$ cat src/rtl/debounce_bank_pkg.sv
// Shared constants for the debounce bank: board defaults, reset level and width helper.
// Board default: one sample per millisecond at 100 MHz.
package debounce_bank_pkg;

   localparam int   BOARD_CLK_HZ         = 100_000_000;
   localparam int   BOARD_CLK_DIV        = BOARD_CLK_HZ / 1000;
   localparam int   DEF_STABLE_SAMPLES   = 4;
   localparam int   DEF_CLK_DIV          = 1;
   localparam logic DEF_RESET_VAL        = 1'b0;

   // Counter width that never collapses to zero bits.
   function automatic int cnt_w(input int n);
      return (n <= 2) ? 1 : $clog2(n);
   endfunction

endpackage

$ cat src/rtl/debounce_channel.sv
// One debounce channel: 2-flop synchroniser, agreement counter, clean level and edge pulses.
module debounce_channel
   import debounce_bank_pkg::*;
#(
   parameter int   STABLE_SAMPLES = DEF_STABLE_SAMPLES,
   parameter logic RESET_VAL      = DEF_RESET_VAL
) (
   input  logic clk,
   input  logic rst_n,
   input  logic tick,
   input  logic raw,
   output logic state,
   output logic rise,
   output logic fall,
   output logic flip_nxt
);

   localparam int            CW       = cnt_w(STABLE_SAMPLES + 1);
   localparam logic [CW-1:0] CNT_LAST = CW'(STABLE_SAMPLES - 1);

   logic          sync1;
   logic          sync2;
   logic [CW-1:0] cnt;
   logic          differ;

   assign differ   = (sync2 != state);
   // The flip is decided combinationally so the bank can register any_change with the pulses.
   assign flip_nxt = tick & differ & (cnt == CNT_LAST);

   always_ff @(posedge clk) begin
      if (!rst_n) begin
         sync1 <= RESET_VAL;
         sync2 <= RESET_VAL;
         state <= RESET_VAL;
         cnt   <= '0;
         rise  <= 1'b0;
         fall  <= 1'b0;
      end else begin
         sync1 <= raw;
         sync2 <= sync1;
         rise  <= flip_nxt & sync2;
         fall  <= flip_nxt & ~sync2;
         if (tick) begin
            if (!differ) begin
               cnt <= '0;
            end else if (cnt == CNT_LAST) begin
               state <= sync2;
               cnt   <= '0;
            end else begin
               cnt <= cnt + CW'(1);
            end
         end
      end
   end

endmodule

$ cat src/rtl/debounce_bank.sv
// Multi-channel debouncer: shared sample-tick divider feeding N_CH independent channels.
module debounce_bank
   import debounce_bank_pkg::*;
#(
   parameter int   N_CH           = 4,
   parameter int   CLK_DIV        = DEF_CLK_DIV,
   parameter int   STABLE_SAMPLES = DEF_STABLE_SAMPLES,
   parameter logic RESET_VAL      = DEF_RESET_VAL
) (
   input  logic            clk,
   input  logic            rst_n,
   input  logic [N_CH-1:0] raw,
   output logic [N_CH-1:0] state,
   output logic [N_CH-1:0] rise,
   output logic [N_CH-1:0] fall,
   output logic            any_change
);

   localparam int            DW       = cnt_w(CLK_DIV);
   localparam logic [DW-1:0] DIV_LAST = DW'(CLK_DIV - 1);

   logic [DW-1:0]   div_cnt;
   logic            tick;
   logic [N_CH-1:0] flip_nxt;

   // With CLK_DIV=1 the divider is pinned at 0 and tick stays high.
   assign tick = (div_cnt == DIV_LAST);

   always_ff @(posedge clk) begin
      if (!rst_n) begin
         div_cnt    <= '0;
         any_change <= 1'b0;
      end else begin
         div_cnt    <= tick ? '0 : div_cnt + DW'(1);
         any_change <= |flip_nxt;
      end
   end

   genvar g;
   generate
      for (g = 0; g < N_CH; g++) begin : g_ch
         debounce_channel #(
            .STABLE_SAMPLES (STABLE_SAMPLES),
            .RESET_VAL      (RESET_VAL)
         ) u_ch (
            .clk      (clk),
            .rst_n    (rst_n),
            .tick     (tick),
            .raw      (raw[g]),
            .state    (state[g]),
            .rise     (rise[g]),
            .fall     (fall[g]),
            .flip_nxt (flip_nxt[g])
         );
      end
   endgenerate

   a_no_dual_edge : assert property (@(posedge clk) disable iff (!rst_n) !(|(rise & fall)));

endmodule

$ cat config.mk
export PLATFORM = sky130hd
export DESIGN_NAME = debounce_bank
export DESIGN_NICKNAME = d
export VERILOG_FILES = /design/src/rtl/debounce_bank_pkg.sv /design/src/rtl/debounce_channel.sv /design/src/rtl/debounce_bank.sv
export SDC_FILE = /design/constraint.sdc
export NUM_CORES = 1
export LEC_CHECK = 0
export BUFFER_PORTS_ARGS = -buffer_cell sky130_fd_sc_hd__clkbuf_2
export CAP_MARGIN = 30
export CORE_ASPECT_RATIO = 1.1
export CORE_MARGIN = 5
export CORE_UTILIZATION = 50
export DETAILED_ROUTE_END_ITERATION = 8
export PLACE_DENSITY_LB_ADDON = 0.25
export SETUP_SLACK_MARGIN = 0.15
export SYNTH_ARGS = -nofsm -noshare
export SYNTH_HDL_FRONTEND = slang
export SYNTH_SLANG_ARGS = --single-unit
$ cat constraint.sdc
create_clock -name clk -period 1.8 [get_ports clk]
set_clock_uncertainty 0.1 [all_clocks]
set_input_delay 0.18 -clock clk [delete_from_list [all_inputs] [get_ports clk]]
set_output_delay 0.18 -clock clk [all_outputs]
set_load 0.005 [all_outputs]
# Word level (Yosys, flattened, before mapping)
# Cells that the tools add are included.
[op_classes]
reduce_logical = 6
bitwise = 21
muxes = 8
n_eq_ne = 8
addsub = 5
[op_table]
columns = ["op", "count"]
rows = [
  ["two-way mux 3 bit", 8],
  ["bitwise AND 1 bit", 16],
  ["adder 3 x 1 -> 3 bit, second input constant", 4],
  ["== test 3 x 2 -> 1 bit, second input constant", 4],
  ["AND reduction 3 bit", 4],
  ["NOT 1 bit", 5],
  ["!= test 1 bit", 4],
  ["OR reduction 4 bit", 1],
  ["AND reduction 2 bit", 1],
  ["adder 1 bit, second input constant", 1],
]
[word_totals]
word_cells = 74
ff_bits = 34
inputBits = 6
out_inout_bits = 13

# Depth between registers and ports, before layout
[logic_depth]
ltp_word = 4
depth_mapped = 5

# Hierarchy
# A second synthesis with hierarchy kept.
[unflattened]
cells_unflattened = 121
area_unflattened_um2 = 1290.0
[by_module_without_submodules]
columns = ["module", "cells_each", "n_inst", "seq_area_each_um2", "area_per_inst_um2"]
rows = [
  ["debounce_channel", 29, 4, 160.2, 307.8],
  ["debounce_bank", 5, 1, 40.0, 58.8],
]

# Least setup slack after synthesis
# Ideal clock, no wire load.
[synth_timing]
path_kind = "register -> register"
startpoint = "register g_ch[1].u_ch.cnt[0]"
endpoint = "register g_ch[1].u_ch.cnt[0]"
n_path_buf = 0
arrival_ns = 1.213
stages_incl_launch_ff = 5
setup_slack_ns = 0.412
period_less_slack_ns = 1.388
path_cell_list = "dfxtp_1 ha_1 nor2b_1 or4_1 a21boi_0"
[synth_via]
elab_chain_cells = 3
elab_cells_between_ends = 4
[synth_lines]
columns = ["item", "line_no", "rtl"]
rows = [
  ["from (decl)", "debounce_channel.sv:23", "logic [CW-1:0] cnt;"],
  ["from (signal assigned)", "debounce_channel.sv:50", "cnt <= cnt + CW'(1);"],
  ["adder 3 x 1 -> 3 bit / == test 3 x 2 -> 1 bit (equally long branches)", "debounce_channel.sv:50, debounce_channel.sv:46", ""],
  ["two-way mux 3 bit *", "debounce_channel.sv:46", "end else if (cnt == CNT_LAST) begin"],
  ["two-way mux 3 bit *", "debounce_channel.sv:44", "if (!differ) begin"],
]
# Every way passes the cells marked *; elsewhere a longest branch is shown, timed or not.
# A chain may end at the register's enable or synchronous reset.

# Worst setup path in the final report
# Same ends and word-level chain as after synthesis.

==> flow_metrics.py <==
metrics = {
    "clocking": {
        "clock_path_buffers": 2,
        "insertion_delay_ns": 0.33,
        "clk_pin_slew_ns": 0.10,
        "htreeDepth": 2,
        "cts_sinks": 34,
        "post-cts-setup-buffers": 0,
        "cts_tree": "yes",
        "clockRootBuffer": "clkbuf_4",
        "cts_buffers": 5,
    },
    "logic_synthesis": {
        "ys.warnings.count": 0,
        "yosysMostFrequentCell": "dfxtp_1",
        "ys_ff_latch": 34,
        "synth.area.top_cells": "dfxtp_1, buf_4, a21boi_0",
        "netlist_area_um2": 1390,
        "synthArstFlopShare_pct": 0,
        "synth_top_area_cell": "dfxtp_1",
        "synthCells": 141,
        "yosys-top-cells-count": "dfxtp_1, buf_4, a21boi_0, and2_1, nand2_1",
        "synthDistinctLibCells": 31,
        "syn_area_per_cell_um2": 9.88,
        "synth-seq-area-share_pct": 48.9,
        "synth_edf_count": 0,
        "syn_nets": 151,
        "synth_top_area_share_pct": 48.9,
        "yosys_most_used_dff": "dfxtp_1",
    },
    "floorplan": {
        "fp.dieArea_um2": 3940,
        "core_um2": 2730,
        "fp.dieH_um": 65.4,
        "die_x_um": 60.3,
        "start_util_pct": 51.1,
        "rows": 20,
        "num_io_pins": 19,
    },
    "grt": {
        "grt_max_degree": 18,
        "antenna_found_initial": 0,
        "gr-usage-all-layers_pct": 12.7,
        "overflow": 0,
        "grt_pass1_wl_um": 3700,
        "grt_pass1_vias": 939,
    },
    "route": {
        "num_vias": 944,
        "detail-route-antenna-nets": 0,
        "drt_first_pass_iters": 6,
        "routed_wl_um": 2080,
        "drc": 0,
        "vias_per_cell": 5.02,
        "drt_iter0_drc": 13,
        "avgRoutedWirePerCell_um": 11.1,
    },
    "timing": {
        "finalCritPeriodShare_pct": 84.0,
        "fmax_mhz": 662,
        "tns_ns": 0,
        "holdWs_ns": 0.140,
        "rsz0062_at_grt": "false",
        "setup_viol": 0,
        "min_period_ns": 1.51,
        "hold_violations": 0,
        "timing.final.ws_setup_ns": 0.289,
        "final_max_slew_viol_count": 0,
    },
    "layout": {
        "num_antenna_cells": 0,
        "final_nets": 164,
        "syn2layout_area_growth_pct": 9.25,
        "drive_above_1_share_pct": 18.1,
        "fin_cells": 188,
        "fillCellCount": 257,
    },
    "power_and_ir_drop": {
        "p_int_mw": 0.981,
        "ir_worst_vdd_uv": 612,
        "switching_share_pct": 21.9,
        "p_leak_nw": 0.661,
        "p_seq_share_pct": 61.7,
        "p_comb_share_pct": 4.4,
        "switchingPower_mw": 0.275,
        "power.share.clock_pct": 34.0,
        "power-per-cell-area_nw_per_um2": 826,
    },
    "worst_setup_path": {
        "ff2ff_path_depth": 4,
        "rr_endpoint": "g_ch[1].u_ch.cnt[0]",
        "crit_path_start_kind": "register",
        "endpoint_kind": "register",
        "crit_fanout": 3,
        "r2r_slack_ns": 0.29,
        "crit_required_ns": 1.95,
        "path_class": "reg2reg",
        "r2r-start": "g_ch[1].u_ch.cnt[0]",
        "cp.arrival_ns": 1.66,
    },
    "worst_hold_path": {
        "hp-start": "rst_n",
        "min-delay-path-class": "in2reg",
        "whs_endpoint": "g_ch[2].u_ch.fall",
        "min_path_cells": 3,
    },
    "placed_design": {
        "place.gp.congestion": 0.711,
        "pre_cts_slack_ns": 0.283,
        "dp_hpwl_um": 1480,
        "dpl.cell_count": 176,
        "portBuffers": 18,
    },
    "status": {
        "status": "finished, final reports clean",
    },
    "job": {
        "cap_violations": 0,
    },
}
## power groups by stage
stage	registers [mW]	clock network, mW	logic, mW
final	0.775	0.427	0.0547
after global routing	0.778	0.478	0.0620
after CTS	0.775	0.445	0.0557
after detailed placement	0.792	0	0.0487
after global placement	0.792	0	0.0470
after floorplan	0.787	0	0.0397
## metal layers
metal	global-route usage, %	wire length [µm]
met3	3.93	125
met1	12.9	926
met5	0	0
met4	8.31	63
met2	21.8	968
## cells by family after synthesis
| family | synth area share (%) |
|---|---|
| XOR/XNOR | 3.77 |
| AND/OR/NAND/NOR | 22.9 |
| buffers and inverters | 9.34 |
| other | 0.269 |
| AO/OA/AOI/OAI | 10.5 |
| adder cells (fa/ha/maj) | 3.59 |
| flip-flops | 48.9 |
| multiplexers | 0.719 |
## per-stage QoR
| step | power (mW) | cell area, µm² | utilization, % |
|---|---|---|---|
| 2_1_floorplan | 0.827 | 1390 | - |
| 3_3_place_gp | 0.839 | 1420 | 52.1 |
| 3_5_place_dp | 0.841 | 1420 | 52.1 |
| 4_1_cts | 1.28 | 1520 | 55.7 |
| 5_1_grt | 1.32 | 1520 | 55.8 |
| 6_report | 1.26 | 1520 | 55.8 |
## what timing repair did
action | 4_1_cts | 5_1_grt
endpoints found under the setup margin | 0 | 2
endpoints found under the hold margin | 4 | 0
hold buffers | 4 | 0
gates resized for setup | 0 | 1
## layout by cell type (no fill, tap or decap), types with 5 or more instances in the layout
master    instances
and2_1            9
a21boi_0          9
dfxtp_1          33
nand2b_1          6
clkbuf_4          5
clkbuf_2         18
nand2_1           8
nor2_1            7
## worst max path at each step
| stage | start | to | depth (start not counted) |
|---|---|---|---|
| 2_1_floorplan | g_ch[1].u_ch.cnt[0] | g_ch[1].u_ch.cnt[0] | 4 |
| 3_3_place_gp | div_cnt | g_ch[0].u_ch.cnt[0] | 3 |
| 3_5_place_dp | div_cnt | g_ch[0].u_ch.cnt[0] | 3 |
| 4_1_cts | div_cnt | g_ch[0].u_ch.cnt[0] | 3 |
| 5_1_grt | g_ch[0].u_ch.cnt[0] | g_ch[0].u_ch.cnt[0] | 4 |
| 6_report | g_ch[1].u_ch.cnt[0] | g_ch[1].u_ch.cnt[0] | 4 |
## critical path, stage by stage (launching register included)
cell	delay, ns
dfxtp_1	0.34
ha_1	0.22
nor2b_1	0.13
or4_1	0.45
a21boi_0	0.20
## flip-flops by register name, summed over array words and instances, names as in the netlist
register / count
g_ch.u_ch.fall: 4
g_ch.u_ch.state: 4
any_change: 1
g_ch.u_ch.sync1: 4
g_ch.u_ch.cnt: 12
g_ch.u_ch.rise: 4
div_cnt: 1
g_ch.u_ch.sync2: 4
## final cells by class
class                           instances  area (µm²)  area share (%)
Clock buffer                            7        55.1            3.62
Sequential cell                        34         682            44.8
Tap cell                               33        41.3            2.71
Inverter                                3        11.3           0.740
Multi-Input combinational cell         86         582            38.2
Clock inverter                          1        5.00           0.329
Timing Repair Buffer                   24         145            9.54
No activity file was read; power rests on OpenSTA's default activity.
